===== config.mk =====
export PLATFORM = sky130hd
export DESIGN_NAME = ctrl_axil_regfile_flat
export DESIGN_NICKNAME = d
export VERILOG_FILES = /design/src/rtl/ctrl_axil_regfile_pkg.sv /design/src/rtl/ctrl_axil_regfile_if.sv /design/src/rtl/ctrl_ap_status.sv /design/src/rtl/ctrl_axil_regfile.sv /design/src/flat_wrapper.sv
export SDC_FILE = /design/constraint.sdc
export NUM_CORES = 1
export LEC_CHECK = 0
export CAP_MARGIN = 20
export CORE_ASPECT_RATIO = 0.75
export CORE_MARGIN = 2
export CORE_UTILIZATION = 52
export CTS_BUF_LIST = sky130_fd_sc_hd__clkbuf_8
export DETAILED_ROUTE_END_ITERATION = 8
export PLACE_DENSITY_LB_ADDON = 0.25
export SLEW_MARGIN = 25
export SYNTH_ARGS = -nofsm -noshare
export SYNTH_HDL_FRONTEND = slang
export SYNTH_SLANG_ARGS = --single-unit
export TNS_END_PERCENT = 30

===== constraint.sdc =====
create_clock -name clock -period 3 [get_ports clock]
set_input_delay 0.45 -clock clock [delete_from_list [all_inputs] [get_ports clock]]
set_output_delay 0.45 -clock clock [all_outputs]
set_load 0.02 [all_outputs]

===== src/rtl/ctrl_axil_regfile_pkg.sv =====
// Shared constants and state types for the AXI4-Lite kernel control register file.
package ctrl_pkg;

  localparam int unsigned AXI_ADDR_BITS = 6;
  localparam int unsigned AXI_DATA_BITS = 32;
  localparam int unsigned AXI_STRB_BITS = AXI_DATA_BITS / 8;

  localparam logic [AXI_ADDR_BITS-1:0] ADDR_CTRL = 6'h00;
  localparam logic [AXI_ADDR_BITS-1:0] ADDR_GIE  = 6'h04;
  localparam logic [AXI_ADDR_BITS-1:0] ADDR_IER  = 6'h08;
  localparam logic [AXI_ADDR_BITS-1:0] ADDR_ISR  = 6'h0C;
  localparam logic [AXI_ADDR_BITS-1:0] ADDR_ARG0 = 6'h10;
  localparam logic [AXI_ADDR_BITS-1:0] ADDR_ARG1 = 6'h18;
  localparam logic [AXI_ADDR_BITS-1:0] ADDR_ARG2 = 6'h20;
  localparam logic [AXI_ADDR_BITS-1:0] ADDR_ARG3 = 6'h28;

  localparam int unsigned CTRL_AP_START     = 0;
  localparam int unsigned CTRL_AP_DONE      = 1;
  localparam int unsigned CTRL_AP_IDLE      = 2;
  localparam int unsigned CTRL_AP_READY     = 3;
  localparam int unsigned CTRL_AUTO_RESTART = 7;

  typedef enum logic [1:0] {WRIDLE, WRDATA, WRRESP} wr_state_t;
  typedef enum logic       {RDIDLE, RDDATA}         rd_state_t;

  // Word-align a byte address; the low two bits carry no meaning in this map.
  function automatic logic [AXI_ADDR_BITS-1:0] word_addr(input logic [AXI_ADDR_BITS-1:0] a);
    return a & ~AXI_ADDR_BITS'(3);
  endfunction

endpackage


===== src/rtl/ctrl_axil_regfile_if.sv =====
// AXI4-Lite control channel bundle between the host bridge (master) and the register file (slave).
interface ctrl_axil_regfile_if #(
  parameter int unsigned ADDR_BITS = 6,
  parameter int unsigned DATA_BITS = 32,
  parameter int unsigned STRB_BITS = DATA_BITS / 8
);
  logic                 AWVALID;
  logic                 AWREADY;
  logic [ADDR_BITS-1:0] AWADDR;
  logic                 WVALID;
  logic                 WREADY;
  logic [DATA_BITS-1:0] WDATA;
  logic [STRB_BITS-1:0] WSTRB;
  logic                 BVALID;
  logic                 BREADY;
  logic [1:0]           BRESP;
  logic                 ARVALID;
  logic                 ARREADY;
  logic [ADDR_BITS-1:0] ARADDR;
  logic                 RVALID;
  logic                 RREADY;
  logic [DATA_BITS-1:0] RDATA;
  logic [1:0]           RRESP;

  modport slave (
    input  AWVALID, AWADDR, WVALID, WDATA, WSTRB, BREADY, ARVALID, ARADDR, RREADY,
    output AWREADY, WREADY, BVALID, BRESP, ARREADY, RVALID, RDATA, RRESP
  );

  modport master (
    output AWVALID, AWADDR, WVALID, WDATA, WSTRB, BREADY, ARVALID, ARADDR, RREADY,
    input  AWREADY, WREADY, BVALID, BRESP, ARREADY, RVALID, RDATA, RRESP
  );
endinterface


===== src/rtl/ctrl_ap_status.sv =====
// Kernel handshake state: ap_start, auto_restart, latched ap_done and, with CTRL_INTR_EN,
// the GIE/IER/ISR interrupt registers (tied to zero when the macro is undefined).
module ctrl_ap_status (
  input  logic       clock,
  input  logic       reset,
  input  logic       ctrl_we,
  input  logic       gie_we,
  input  logic       ier_we,
  input  logic       isr_we,
  input  logic [7:0] wr_byte,
  input  logic       ctrl_rd,
  input  logic       ap_done,
  input  logic       ap_ready,
  output logic       ap_start,
  output logic       auto_restart,
  output logic       ap_done_lat,
  output logic       gie,
  output logic [1:0] ier,
  output logic [1:0] isr,
  output logic       interrupt
);

  logic unused_bits;

  // A new done pulse outranks the clear-on-read of the same cycle.
  always_ff @(posedge clock) begin
    if (reset) begin
      ap_start     <= 1'b0;
      auto_restart <= 1'b0;
      ap_done_lat  <= 1'b0;
    end else begin
      if (ctrl_we && wr_byte[0])
        ap_start <= 1'b1;
      else if (ap_ready && !auto_restart)
        ap_start <= 1'b0;
      if (ctrl_we)
        auto_restart <= wr_byte[7];
      if (ap_done)
        ap_done_lat <= 1'b1;
      else if (ctrl_rd)
        ap_done_lat <= 1'b0;
    end
  end

`ifdef CTRL_INTR_EN
  logic [1:0] isr_ev;
  assign isr_ev = {ap_ready & ier[1], ap_done & ier[0]};

  // Kernel events outrank a host toggle on the same ISR bit.
  always_ff @(posedge clock) begin
    if (reset) begin
      gie       <= 1'b0;
      ier       <= 2'b00;
      isr       <= 2'b00;
      interrupt <= 1'b0;
    end else begin
      if (gie_we)
        gie <= wr_byte[0];
      if (ier_we)
        ier <= wr_byte[1:0];
      for (int i = 0; i < 2; i++) begin
        if (isr_ev[i])
          isr[i] <= 1'b1;
        else if (isr_we && wr_byte[i])
          isr[i] <= ~isr[i];
      end
      interrupt <= gie & (|isr);
    end
  end

  assign unused_bits = ^wr_byte[6:2];
`else
  assign gie       = 1'b0;
  assign ier       = 2'b00;
  assign isr       = 2'b00;
  assign interrupt = 1'b0;

  assign unused_bits = ^{gie_we, ier_we, isr_we, wr_byte[6:1]};
`endif

endmodule


===== src/rtl/ctrl_axil_regfile.sv =====
// AXI4-Lite control slave: write/read FSMs, scalar argument registers and read mux.
// Interrupt registers are present only when CTRL_INTR_EN is defined (see ctrl_ap_status).
module ctrl_axil_regfile
  import ctrl_pkg::*;
(
  input  logic                     clock,
  input  logic                     reset,
  ctrl_axil_regfile_if.slave       s_axi_control,
  output logic                     ap_start,
  input  logic                     ap_done,
  input  logic                     ap_idle,
  input  logic                     ap_ready,
  output logic [AXI_DATA_BITS-1:0] arg0,
  output logic [AXI_DATA_BITS-1:0] arg1,
  output logic [AXI_DATA_BITS-1:0] arg2,
  output logic [AXI_DATA_BITS-1:0] arg3,
  output logic                     interrupt
);

  wr_state_t                wr_state;
  rd_state_t                rd_state;
  logic [AXI_ADDR_BITS-1:0] wr_addr;
  logic                     awready_q, wready_q, bvalid_q, arready_q, rvalid_q;
  logic [AXI_DATA_BITS-1:0] rdata_q, rd_mux;
  logic [AXI_DATA_BITS-1:0] args [4];
  logic                     aw_hs, w_hs, ar_hs;
  logic                     auto_restart, ap_done_lat, gie;
  logic [1:0]               ier, isr;

  assign aw_hs = s_axi_control.AWVALID & awready_q;
  assign w_hs  = s_axi_control.WVALID & wready_q;
  assign ar_hs = s_axi_control.ARVALID & arready_q;

  assign s_axi_control.AWREADY = awready_q;
  assign s_axi_control.WREADY  = wready_q;
  assign s_axi_control.BVALID  = bvalid_q;
  assign s_axi_control.BRESP   = 2'b00;
  assign s_axi_control.ARREADY = arready_q;
  assign s_axi_control.RVALID  = rvalid_q;
  assign s_axi_control.RDATA   = rdata_q;
  assign s_axi_control.RRESP   = 2'b00;

  // Write channel: AW, then W, then B, each in its own state.
  always_ff @(posedge clock) begin
    if (reset) begin
      wr_state  <= WRIDLE;
      wr_addr   <= '0;
      awready_q <= 1'b0;
      wready_q  <= 1'b0;
      bvalid_q  <= 1'b0;
    end else begin
      case (wr_state)
        WRIDLE: begin
          awready_q <= 1'b1;
          if (aw_hs) begin
            wr_addr   <= word_addr(s_axi_control.AWADDR);
            awready_q <= 1'b0;
            wready_q  <= 1'b1;
            wr_state  <= WRDATA;
          end
        end
        WRDATA: if (w_hs) begin
          wready_q <= 1'b0;
          bvalid_q <= 1'b1;
          wr_state <= WRRESP;
        end
        WRRESP: if (s_axi_control.BREADY) begin
          bvalid_q  <= 1'b0;
          awready_q <= 1'b1;
          wr_state  <= WRIDLE;
        end
        default: wr_state <= WRIDLE;
      endcase
    end
  end

  always_ff @(posedge clock) begin
    if (reset) begin
      for (int i = 0; i < 4; i++) args[i] <= '0;
    end else if (w_hs) begin
      for (int b = 0; b < AXI_STRB_BITS; b++) begin
        if (s_axi_control.WSTRB[b]) begin
          case (wr_addr)
            ADDR_ARG0: args[0][b*8 +: 8] <= s_axi_control.WDATA[b*8 +: 8];
            ADDR_ARG1: args[1][b*8 +: 8] <= s_axi_control.WDATA[b*8 +: 8];
            ADDR_ARG2: args[2][b*8 +: 8] <= s_axi_control.WDATA[b*8 +: 8];
            ADDR_ARG3: args[3][b*8 +: 8] <= s_axi_control.WDATA[b*8 +: 8];
            default: ;
          endcase
        end
      end
    end
  end

  assign arg0 = args[0];
  assign arg1 = args[1];
  assign arg2 = args[2];
  assign arg3 = args[3];

  ctrl_ap_status u_ap_status (
    .clock        (clock),
    .reset        (reset),
    .ctrl_we      (w_hs & s_axi_control.WSTRB[0] & (wr_addr == ADDR_CTRL)),
    .gie_we       (w_hs & s_axi_control.WSTRB[0] & (wr_addr == ADDR_GIE)),
    .ier_we       (w_hs & s_axi_control.WSTRB[0] & (wr_addr == ADDR_IER)),
    .isr_we       (w_hs & s_axi_control.WSTRB[0] & (wr_addr == ADDR_ISR)),
    .wr_byte      (s_axi_control.WDATA[7:0]),
    .ctrl_rd      (ar_hs & (word_addr(s_axi_control.ARADDR) == ADDR_CTRL)),
    .ap_done      (ap_done),
    .ap_ready     (ap_ready),
    .ap_start     (ap_start),
    .auto_restart (auto_restart),
    .ap_done_lat  (ap_done_lat),
    .gie          (gie),
    .ier          (ier),
    .isr          (isr),
    .interrupt    (interrupt)
  );

  // Read mux sees pre-write register values, so a same-cycle write is not visible.
  always_comb begin
    rd_mux = '0;
    case (word_addr(s_axi_control.ARADDR))
      ADDR_CTRL: begin
        rd_mux[CTRL_AP_START]     = ap_start;
        rd_mux[CTRL_AP_DONE]      = ap_done_lat;
        rd_mux[CTRL_AP_IDLE]      = ap_idle;
        rd_mux[CTRL_AP_READY]     = ap_ready;
        rd_mux[CTRL_AUTO_RESTART] = auto_restart;
      end
      ADDR_GIE:  rd_mux[0]   = gie;
      ADDR_IER:  rd_mux[1:0] = ier;
      ADDR_ISR:  rd_mux[1:0] = isr;
      ADDR_ARG0: rd_mux      = args[0];
      ADDR_ARG1: rd_mux      = args[1];
      ADDR_ARG2: rd_mux      = args[2];
      ADDR_ARG3: rd_mux      = args[3];
      default:   rd_mux      = '0;
    endcase
  end

  // Read channel: RDATA is captured at the AR handshake and held until RREADY.
  always_ff @(posedge clock) begin
    if (reset) begin
      rd_state  <= RDIDLE;
      arready_q <= 1'b0;
      rvalid_q  <= 1'b0;
      rdata_q   <= '0;
    end else begin
      case (rd_state)
        RDIDLE: begin
          arready_q <= 1'b1;
          if (ar_hs) begin
            rdata_q   <= rd_mux;
            arready_q <= 1'b0;
            rvalid_q  <= 1'b1;
            rd_state  <= RDDATA;
          end
        end
        RDDATA: if (s_axi_control.RREADY) begin
          rvalid_q  <= 1'b0;
          arready_q <= 1'b1;
          rd_state  <= RDIDLE;
        end
      endcase
    end
  end

endmodule


===== src/flat_wrapper.sv =====
// flat-port wrapper written by rule: the top's interface ports become plain ports
module ctrl_axil_regfile_flat import ctrl_pkg::*;
  (clock, reset, ap_start, ap_done, ap_idle, ap_ready, arg0, arg1, arg2, arg3, interrupt, s_axi_control_AWVALID, s_axi_control_AWADDR, s_axi_control_WVALID, s_axi_control_WDATA, s_axi_control_WSTRB, s_axi_control_BREADY, s_axi_control_ARVALID, s_axi_control_ARADDR, s_axi_control_RREADY, s_axi_control_AWREADY, s_axi_control_WREADY, s_axi_control_BVALID, s_axi_control_BRESP, s_axi_control_ARREADY, s_axi_control_RVALID, s_axi_control_RDATA, s_axi_control_RRESP);
  ctrl_axil_regfile_if #(.ADDR_BITS(6), .DATA_BITS(32)) s_axi_control_i ();
  input  logic clock;
  input  logic reset;
  output logic ap_start;
  input  logic ap_done;
  input  logic ap_idle;
  input  logic ap_ready;
  output logic [AXI_DATA_BITS-1:0] arg0;
  output logic [AXI_DATA_BITS-1:0] arg1;
  output logic [AXI_DATA_BITS-1:0] arg2;
  output logic [AXI_DATA_BITS-1:0] arg3;
  output logic interrupt;
  input wire logic [$bits(s_axi_control_i.AWVALID)-1:0] s_axi_control_AWVALID;
  input wire logic [$bits(s_axi_control_i.AWADDR)-1:0] s_axi_control_AWADDR;
  input wire logic [$bits(s_axi_control_i.WVALID)-1:0] s_axi_control_WVALID;
  input wire logic [$bits(s_axi_control_i.WDATA)-1:0] s_axi_control_WDATA;
  input wire logic [$bits(s_axi_control_i.WSTRB)-1:0] s_axi_control_WSTRB;
  input wire logic [$bits(s_axi_control_i.BREADY)-1:0] s_axi_control_BREADY;
  input wire logic [$bits(s_axi_control_i.ARVALID)-1:0] s_axi_control_ARVALID;
  input wire logic [$bits(s_axi_control_i.ARADDR)-1:0] s_axi_control_ARADDR;
  input wire logic [$bits(s_axi_control_i.RREADY)-1:0] s_axi_control_RREADY;
  output wire logic [$bits(s_axi_control_i.AWREADY)-1:0] s_axi_control_AWREADY;
  output wire logic [$bits(s_axi_control_i.WREADY)-1:0] s_axi_control_WREADY;
  output wire logic [$bits(s_axi_control_i.BVALID)-1:0] s_axi_control_BVALID;
  output wire logic [$bits(s_axi_control_i.BRESP)-1:0] s_axi_control_BRESP;
  output wire logic [$bits(s_axi_control_i.ARREADY)-1:0] s_axi_control_ARREADY;
  output wire logic [$bits(s_axi_control_i.RVALID)-1:0] s_axi_control_RVALID;
  output wire logic [$bits(s_axi_control_i.RDATA)-1:0] s_axi_control_RDATA;
  output wire logic [$bits(s_axi_control_i.RRESP)-1:0] s_axi_control_RRESP;
  assign s_axi_control_i.AWVALID = s_axi_control_AWVALID;
  assign s_axi_control_i.AWADDR = s_axi_control_AWADDR;
  assign s_axi_control_i.WVALID = s_axi_control_WVALID;
  assign s_axi_control_i.WDATA = s_axi_control_WDATA;
  assign s_axi_control_i.WSTRB = s_axi_control_WSTRB;
  assign s_axi_control_i.BREADY = s_axi_control_BREADY;
  assign s_axi_control_i.ARVALID = s_axi_control_ARVALID;
  assign s_axi_control_i.ARADDR = s_axi_control_ARADDR;
  assign s_axi_control_i.RREADY = s_axi_control_RREADY;
  assign s_axi_control_AWREADY = s_axi_control_i.AWREADY;
  assign s_axi_control_WREADY = s_axi_control_i.WREADY;
  assign s_axi_control_BVALID = s_axi_control_i.BVALID;
  assign s_axi_control_BRESP = s_axi_control_i.BRESP;
  assign s_axi_control_ARREADY = s_axi_control_i.ARREADY;
  assign s_axi_control_RVALID = s_axi_control_i.RVALID;
  assign s_axi_control_RDATA = s_axi_control_i.RDATA;
  assign s_axi_control_RRESP = s_axi_control_i.RRESP;
  ctrl_axil_regfile u_core (.clock(clock), .reset(reset), .s_axi_control(s_axi_control_i), .ap_start(ap_start), .ap_done(ap_done), .ap_idle(ap_idle), .ap_ready(ap_ready), .arg0(arg0), .arg1(arg1), .arg2(arg2), .arg3(arg3), .interrupt(interrupt));
endmodule

# ---- Word level (Yosys, flattened, before mapping)
# Memories as Yosys holds them, arrays and structs flattened.
# Index checks and enable logic that the tools add are counted.
dict set report totals {
  input_bits 58
  latch_bits 0
  romBits 0
  mem_bits_rw 128
  ff_bits 47
  memories 1
  output_inout_bits 171
  wordCells 187
}
dict set report classes {
  n_lt_le_gt_ge 0
  bitwise_logic 23
  n_eq_ne 15
  reduce_logical 18
  shift 0
  div_mod_pow 0
  muxes 118
  n_addsub 0
  multipliers 0
}
# memory words word_bits read_ports rd_ports_with_merged_regs wr line
set mem_list {}
lappend mem_list {u_core.args 4 32 4 0 4 ctrl_axil_regfile.sv:25} ;# logic [AXI_DATA_BITS-1:0] args [4];
# cell n
set ops {}
lappend ops {{$mux 8} 16}
lappend ops {{$pmux 24 s4} 1}
lappend ops {{$mux 1} 86}
lappend ops {{$eq 4x3->1 const B} 4}
lappend ops {{$eq 4x4->1 const B} 4}
lappend ops {{$or 1x1->1} 16}
lappend ops {{$pmux 1 s5} 3}
lappend ops {{$logic_not 6->1} 2}
lappend ops {{$pmux 1 s2} 6}
lappend ops {{$pmux 3 s4} 1}
lappend ops {{$pmux 2 s5} 1}
lappend ops {{$reduce_bool 2->1} 5}
lappend ops {{$reduce_and 3->1} 3}
lappend ops {{$reduce_and 2->1} 4}
lappend ops {{$and 1x1->1} 6}
lappend ops {{$mux 2} 3}
lappend ops {{$ne 2x1->1 const B} 3}
lappend ops {{$pmux 2 s3} 1}
lappend ops {{$ne 2x2->1 const B} 2}
lappend ops {{$eq 2x1->1 const B} 1}
lappend ops {{$eq 2x2->1 const B} 1}
lappend ops {{$logic_and 1x1->1} 2}
lappend ops {{$logic_not 2->1} 1}
lappend ops {{$logic_not 1->1} 1}
lappend ops {{$not 1->1} 1}

# ---- Logic depth before layout (Yosys ltp)
# Gate-level depths: netlist (run 1).
dict set report depth {
  depth_word 7
  ltp_mapped 8
  mapped_depth_nobuf 4
}

# ---- By module
# Synthesis (run 1) repeated with hierarchy kept, for this count alone.
dict set report hier_totals {
  hier_cells 598
  hier_area_um2 7402.1
}
# mod seq_area_each_um2 instances area_per_inst_um2 cells_each
set modules_own_cells {}
lappend modules_own_cells {ctrl_axil_regfile 4724.5 1 7241.9 579}
lappend modules_own_cells {ctrl_ap_status 60.1 1 160.2 19}

# ---- Least setup slack after synthesis (run 1)
# OpenSTA, ideal clock, no wires.
dict set report synth_timing {
  path_type {input port to flip-flop}
  startpoint {input reset}
  endpoint {memory u_core.args[0][16] (enable)}
  cell_stages 4
  t_arrival_ps 1579
  path_slack_ps 1037
  cell_sequence {clkbuf_8 > and3b_2 > nand2_1 > o21ai_0}
}
# element line
set synth_rtl {}
lappend synth_rtl {{from (decl)} flat_wrapper.sv:6} ;# input logic reset;
lappend synth_rtl {{to (decl)} ctrl_axil_regfile.sv:25}

# ---- Worst setup path after layout (run 1)
dict set report layout_timing {
  startpoint {register u_core.wready_q (netlist: u_core.s_axi_control.WREADY)}
  endpoint {output s_axi_control_WREADY}
}
# element line
set layout_rtl {}
lappend layout_rtl {{from (decl)} ctrl_axil_regfile.sv:23} ;# logic awready_q, wready_q, bvalid_q, arready_q, rvalid_q;
lappend layout_rtl {{from (signal assigned)} ctrl_axil_regfile.sv:49} ;# wready_q <= 1'b0;
lappend layout_rtl {{from (signal assigned)} ctrl_axil_regfile.sv:58} ;# wready_q <= 1'b1;
lappend layout_rtl {{from (signal assigned)} ctrl_axil_regfile.sv:63} ;# wready_q <= 1'b0;
lappend layout_rtl {{to (decl)} flat_wrapper.sv:26} ;# output wire logic [$bits(s_axi_control_i.WREADY)-1:0] s_axi_control_WREADY;
# No word-level cell between the ends.

==> results.txt, run 1 <==
The post-synthesis adder-cell area fraction is 0. The number of top-level design ports came out at 229. For this configuration, the core starts out at a cell density of 0.534. The routed length per placed instance came out at roughly 21 microns.

The startpoint class of the critical path is a flop. STA classifies the critical path endpoint as a primary output. The number of buffers and inverters on the critical path came out at 1. The count of inserted antenna diode cells came out at 0. After floorplanning, the core was divided into 37 placement rows. TritonCTS built the clock tree. The filler-free cell count of the finished design came out at 996. The clock insertion delay at the later pin of the skew report came out at 0.47 ns.

Routability-driven placement finished with a final weighted congestion of 0.885. The signal on the critical path passes through clkdlybuf4s50_1. The portion of the clock cycle consumed by the worst path in the final layout came out at 0.713. The final design area excluding fillers came out at 10200 sq um. The top-area cell type share of the netlist area is 0.523. The gate count after technology mapping is 574. The detailed placer's ending HPWL is ~15 mm. The first-pass GRT wire length came out at 31.5 mm. For this run, the detailed router's first-pass iteration total came to 6. The clock net sink count came out at around 180. The via count of the first global-routing pass is a little under 6000. The number of placed instances, taps included, is 964.

The synthesized design contains roughly 130 enable-type register cells. The number of clock buffers inserted by TritonCTS came out at 17. The share of cell area taken by muxes after synthesis came out at 0.0129. The worst slack after detailed placement came out at a little over 0.4 ns. The routed layout has between 5000 and 6000 vias. The mapped cell area came out at 7340 sq um. The leakage power is around 3.7 nW.

The sequential area share after synthesis is 0.651. Of the total synthesized cell area, the portion taken by AND, OR, NAND and NOR gates is 0.149. Of the cells placed in the final design, the portion with a size suffix greater than 1 is 0.0926.

The maximum cell stage delay along the critical path is approximately 0.7 ns. The highest attainable clock frequency is around 470 MHz. The routed wire length came out at approximately 21 mm. Global routing finished with a remaining overflow of 0.

Data arrives at the worst endpoint at 1.69 ns. The main combinational cell family by area after synthesis is compound AO/OA/AOI/OAI gates. The post-cts sizing count came out at 0. The worst reg-to-reg setup slack came out at roughly 1.1 ns.

In this run the cell area measured after placement is ~9800 sq um. The maximum ir drop on the vdd rail is between 0.3 and 0.4 mV. The master cell of the clock root buffer is sky130_fd_sc_hd__clkbuf_8. The area overhead of the layout relative to synthesis is 39.1%. The number of vias per cell after detailed routing is a little under 6. The clock transition at the registers of the reported paths is roughly 0.09 ns. The count of endpoints failing hold in the final timing report is 0. The critical path start-end classification is flop to primary output. The overall global routing resource usage is 0.280. The post-layout utilization of the core is 0.743.

The buffer count from post-CTS setup fixing came out at 0. For this run, design rule violations remaining after detail routing come to 0. The quantity of I/O buffers inserted on ports came out at 219. The setup skew after layout is about 0.0089 ns. The peak fanout along the critical path came out at 8.

The synthesized area per cell came out at between 10 and 15 sq um. The post-detailed-route count of antenna-violating nets is 0. The number of antenna violations at the first check in global routing is 0.

Among all flip-flop cells after synthesis, the most frequent one is sky130_fd_sc_hd__edfxtp_1. The worst-margin pin slew is 0.803 ns. Across the run, the number of max-cap violations was 0. The accumulated negative setup slack is 0 ns. The largest net degree at the start of global routing is 33.

The slowest stage of the critical path belongs to the cell sky130_fd_sc_hd__clkdlybuf4s50_1. The count of final max-slew check failures is 0. In this run the vertical extent of the chip is ~110 microns. The count of endpoints failing setup in the final report is 0. The power density normalized to cell area is between 400 and 500 nW/um^2. The path type of the worst min-delay path is flop to flop. By area the synthesized netlist is led by sky130_fd_sc_hd__edfxtp_1 52%, sky130_fd_sc_hd__dfxtp_1 13%, sky130_fd_sc_hd__and2_1 9.4%.

The width of the chip came out at between 100 and 150 microns. The die footprint came out at around 15000 sq um. The cell family contributing the most delay on the critical path is buffers and inverters. The normalized max-slew margin came out at 0.461. After synthesis, the share of flip-flops with an asynchronous set or reset is 0. The yosys synthesis warning count is 0.

The complex-gate fraction of the synthesized area is 0.154. The run finished with clean final reports. The number of flip-flops and latches in the synthesized netlist came out at 175. The number of hold buffers added after cts is 0. The data required time of the worst path came out at 2.55 ns.

The number of nets in the final layout came out at between 800 and 900. The worst-case setup margin in the final layout came out at about 0.86 ns. Setup repair after global routing left no endpoint under its margin. The starting DRC count in detailed routing is 465. The synthesized-area fraction occupied by xor and xnor cells is 0. The count of H-tree levels built during CTS is 4.

The maximum clock insertion buffer count came out at 2. In this run the standard cell core region covers 13700 sq um. The count of different cell masters after synthesis is 44. The clock period could shrink to about 2.1 ns. The synthesized design spends more area on one cell type than any other, namely sky130_fd_sc_hd__edfxtp_1.
## Yosys cell counts, drive strengths merged (9+ instances only)
cell	number
a22o	31
clkbuf	20
o22ai	27
a21oi	10
edfxtp	128
nand2	15
a22oi	54
nor2	24
nor2b	9
and2	110
buf	19
dfxtp	47
o21ai	20
## report_power, final
group	total (mW)	leakage, nW	internal (mW)	switching, mW
Combinational	0.568	1.75	0.253	0.315
Clock	1.67	0.209	0.819	0.848
Sequential	2.72	1.70	2.66	0.0585
Total	4.95	3.66	3.73	1.22
## layer usage
layer,GRT usage,part of all wire
met1,0.365,0.40
met2,0.458,0.48
met3,0.0759,0.10
met4,0.0943,0.016
met5,0,0
## per-stage QoR
stage	total power, mW	hold slack [ns]
floorplan	3.02	0.447
global placement	3.31	0.443
detailed placement	3.33	0.448
CTS	4.96	0.467
global route	5.10	0.501
finish	4.95	0.468
## cell type report
cell class	instances	area (sq um)
Inverter	6	22.5
Fill cell	913	3530
Multi-Input combinational cell	358	2360
Clock inverter	15	169
Clock buffer	17	234
Timing Repair Buffer	250	2420
Sequential cell	175	4780
Tap cell	175	219
## cell families (layout without fill, tap and decap cells)
kind of cell | Yosys count | in the layout
other | 1 | 5
and+or+nand+nor | 187 | 187
AOI/OAI and AO/OA | 157 | 157
DFF | 175 | 175
buffers and inverters | 45 | 288
muxes | 9 | 9
## worst paths after layout
check             cells after the start                                          to                                       start
hold reg to reg                       2  u_core.s_axi_control.RDATA[0]$_SDFFE_PP0P_  u_core.s_axi_control.RDATA[0]$_SDFFE_PP0P_
hold / removal                        2  u_core.s_axi_control.RDATA[0]$_SDFFE_PP0P_  u_core.s_axi_control.RDATA[0]$_SDFFE_PP0P_
setup reg to reg                      4             u_core.args[3][8]$_SDFFCE_PN0P_              u_core.wr_addr[5]$_SDFFE_PP0P_
setup / recovery                      1                        s_axi_control_WREADY    u_core.s_axi_control.WREADY$_SDFFE_PP0P_
## registers in the layout, summed over array words and instances (netlist names), 2 cells and up
signal                      flops
u_core.s_axi_control.RDATA     32
u_core.wr_state                 2
u_core.args                   128
u_core.wr_addr                  4
## cells in the final DEF, fill, tap and decap left out, drive strengths merged, types with 2 or more instances in the layout
cell type | synthesis | layout
mux2i | 5 | 5
nor2b | 9 | 9
nor4 | 3 | 3
clkdlybuf4s50 | 0 | 219
conb | 1 | 5
bufinv | 0 | 3
o21a | 2 | 2
nand3b | 5 | 5
and2 | 110 | 110
nand3 | 5 | 5
a22oi | 54 | 54
nor3 | 5 | 5
o22ai | 27 | 27
nor3b | 2 | 2
o21ai | 20 | 20
nor2 | 24 | 24
edfxtp | 128 | 128
a22o | 31 | 31
buf | 19 | 31
clkbuf | 20 | 17
o21bai | 3 | 3
nand2 | 15 | 15
mux2 | 4 | 4
a21oi | 10 | 10
or2 | 4 | 4
clkinv | 0 | 8
a222oi | 4 | 4
dfxtp | 47 | 47
inv | 6 | 9
Note: power is estimated with default switching activity, not from simulation.
==> inputs of run 2 (changes only) <==
- CORE_UTILIZATION: 52 -> 44
- clock period: 3 -> 1.75 ns (I/O delays scaled with it)
==> run 2 against run 1 <==
Compared with the run above: sequential cell count is the same; first-iteration DRC count increased by 9.9%; utilization decreased by 7.8 points; sequential share of layout area decreased by 2.3 points; count of clock-buffer cells in the layout grew 2; setup slack worse by 0.82 ns; combinational power increased by 81%; cell count grew 6.2%; via count increased by 1.7%; design area up 5.2%.
==> results.txt, run 2 (synthesis gave the netlist of run 1 again) <==
The flow ran to the end, and the final reports show no timing, DRC or antenna violations. Setup repair after global routing could not meet its margin everywhere. After legalization and detailed placement, the total HPWL measured roughly 16 mm. Clock tree synthesis selected as its root buffer the cell sky130_fd_sc_hd__clkbuf_8. Measured along the y axis, the die boundary spans 116 microns. The proportion of layout cells with a drive suffix above 1 came out at 0.129. The number of buffers and inverters on the critical path is 1.

The setup skew after layout came out at about 0.016 ns. The filler-free cell count of the finished design is about 1100. The tree built by TritonCTS fans out to around 180 sinks. Entering global routing, the biggest net connects 33 pins.

The number of antenna violations at the first check in global routing was 1. Max-cap violations in this run came to 0. The die covers around 18000 sq um.

Dividing the detail-routed via count by the number of cells gives 5.66. The total power draw is roughly 8.5 mW. The longest clock path from root to sink contains 2 buffers. Input and output buffers added on the ports amount to 219. The normalized max-slew margin came out at 0.618.

After clock tree synthesis, the clock-pin slew on the worst setup and hold paths is around 0.09 ns. The commonest non-fill, non-tap cell in the layout is sky130_fd_sc_hd__edfxtp_1. The arrival time of data at the critical path endpoint is 1.44 ns. The peak fanout along the critical path is 2. The largest single stage delay on the critical path is around 0.62 ns. The initial standard-cell utilization of the core is 0.454. The DRC violation count after routing is 0.

For the pin with the worst max-slew slack, the measured transition is between 0.5 and 0.6 ns. Once layout is done, the placed cells without fillers occupy between 10000 and 15000 sq um. The starting DRC count in detailed routing is between 500 and 600.

The worst setup path is captured at a primary output. In the final routed layout, each cell accounts on average for ~21 microns. The accumulated negative setup slack is 0 ns. The number of hold buffers added after cts is 0. The width of the chip is around 150 microns.

The CTS tree is done. The core footprint is approximately 16000 sq um. The register with the highest flop count is u_core.args. In this run the core area contains 40 standard-cell rows. The setup path with the least slack is of type flop to primary output. In the layout the commonest cells are 128 x sky130_fd_sc_hd__edfxtp_1, 115 x sky130_fd_sc_hd__clkdlybuf4s50_1, 110 x sky130_fd_sc_hd__and2_1. The number of vias in the routed layout is about 6000. The leakage power came out at ~4.9 nW. In this run, placement finished with an instance count of 1022. The slowest stage of the critical path belongs to the cell sky130_fd_sc_hd__clkdlybuf4s50_1.

The clock insertion delay at the later pin of the skew report came out at between 0.4 and 0.5 ns. The path type of the worst min-delay path is input pin to flop. The number of clock buffers inserted by TritonCTS came out at 17. The count of H-tree levels built during CTS came out at 4.

The worst setup path is launched from a flop. The overall global routing resource usage came out at 0.247. The first-pass GRT wire length came out at approximately 33 mm. The post-detailed-route count of antenna-violating nets is 0.

After layout, the minimum clock period comes to 1.71 ns. The worst-case IR drop observed on VDD is between 0.4 and 0.5 mV. The placed cell area is 10100 sq um. Setup violations remaining at the end of the flow were counted as 0. The routed wire length came out at 22.3 mm. The area overhead of the layout relative to synthesis came out at 46.4%.

The highest attainable clock frequency is 586 MHz. At the worst endpoint, the required time is 1.49 ns. Of the available clock period, the critical path in the final layout requires 0.975. 229 I/O pins were placed. The register with the most flip-flops in the layout has around 130 of them. The final global-route overflow total came out at 0. Traced cell by cell, the critical path runs through clkdlybuf4s50_1. The count of endpoints failing hold in the final timing report came out at 0.

The power density normalized to cell area came out at roughly 800 nW/um^2. The global placement routability congestion came out at 0.939. The largest delay contributor family on the critical path is buffers and inverters. The via count of the first global-routing pass came to ~5900. The pre-antenna-repair detailed-routing pass consisted of 7 iterations. The number of nets in the final layout came out at between 800 and 900. The count of final max-slew check failures came out at 0.
==> run 2: per-layer routing <==
layer,GRT usage,wire [microns],vias up
met3,0.0785,2210,38
met2,0.384,10300,358
met1,0.329,9370,2911
li1,-,-,2684
met4,0.0920,435,0
met5,0,0,-
==> run 2: layout make-up <==
type	count	area (sq um)
inverters	6	22.5
clock inverters	13	146
clock buffers	19	262
flip-flops and latches	175	4790
fillers	1179	5420
repair buffers	276	2880
multi-input cells	358	2390
diodes	1	2.50
well taps	210	263
==> run 2: timing repair <==
action	4_1_cts	5_1_grt
setup buffers	2	1
gates resized for setup	32	83
setup endpoints to repair	52	158
cloned	0	0
endpoints found under the hold margin	0	0
==> run 2: through the flow <==
stage,utilization,setup slack (ns),hold slack (ns)
finish,0.665,0.0433,0.437
global route,0.665,-0.00169,0.414
CTS,0.651,0.000816,0.405
detailed placement,0.628,-0.326,0.456
global placement,0.628,-0.236,0.447
floorplan,-,-0.178,0.380
==> run 2: final timing paths <==
| kind | startpoint | end | depth (start not counted) | slack [ns] |
|---|---|---|---|---|
| worst max-delay path | u_core.args[0][27]$_DFFE_PP_ | arg0[27] | 1 | 0.04 |
| worst min-delay path | ap_done | u_core.u_ap_status.ap_done_lat$_SDFFE_PP0P_ | 3 | 0.44 |
| worst max register to register | u_core.wr_addr[5]$_SDFFE_PP0P_ | u_core.args[2][27]$_DFFE_PP_ | 4 | 0.08 |
| worst min register to register | u_core.s_axi_control.RVALID$_SDFFE_PP0P_ | u_core.s_axi_control.RVALID$_SDFFE_PP0P_ | 2 | 0.47 |
==> run 2: power breakdown <==
part / total [mW] / switching [mW] / internal, mW
sequential: 4.66 / 0.0993 / 4.56
combinational: 1.03 / 0.562 / 0.464
clock: 2.87 / 1.40 / 1.47
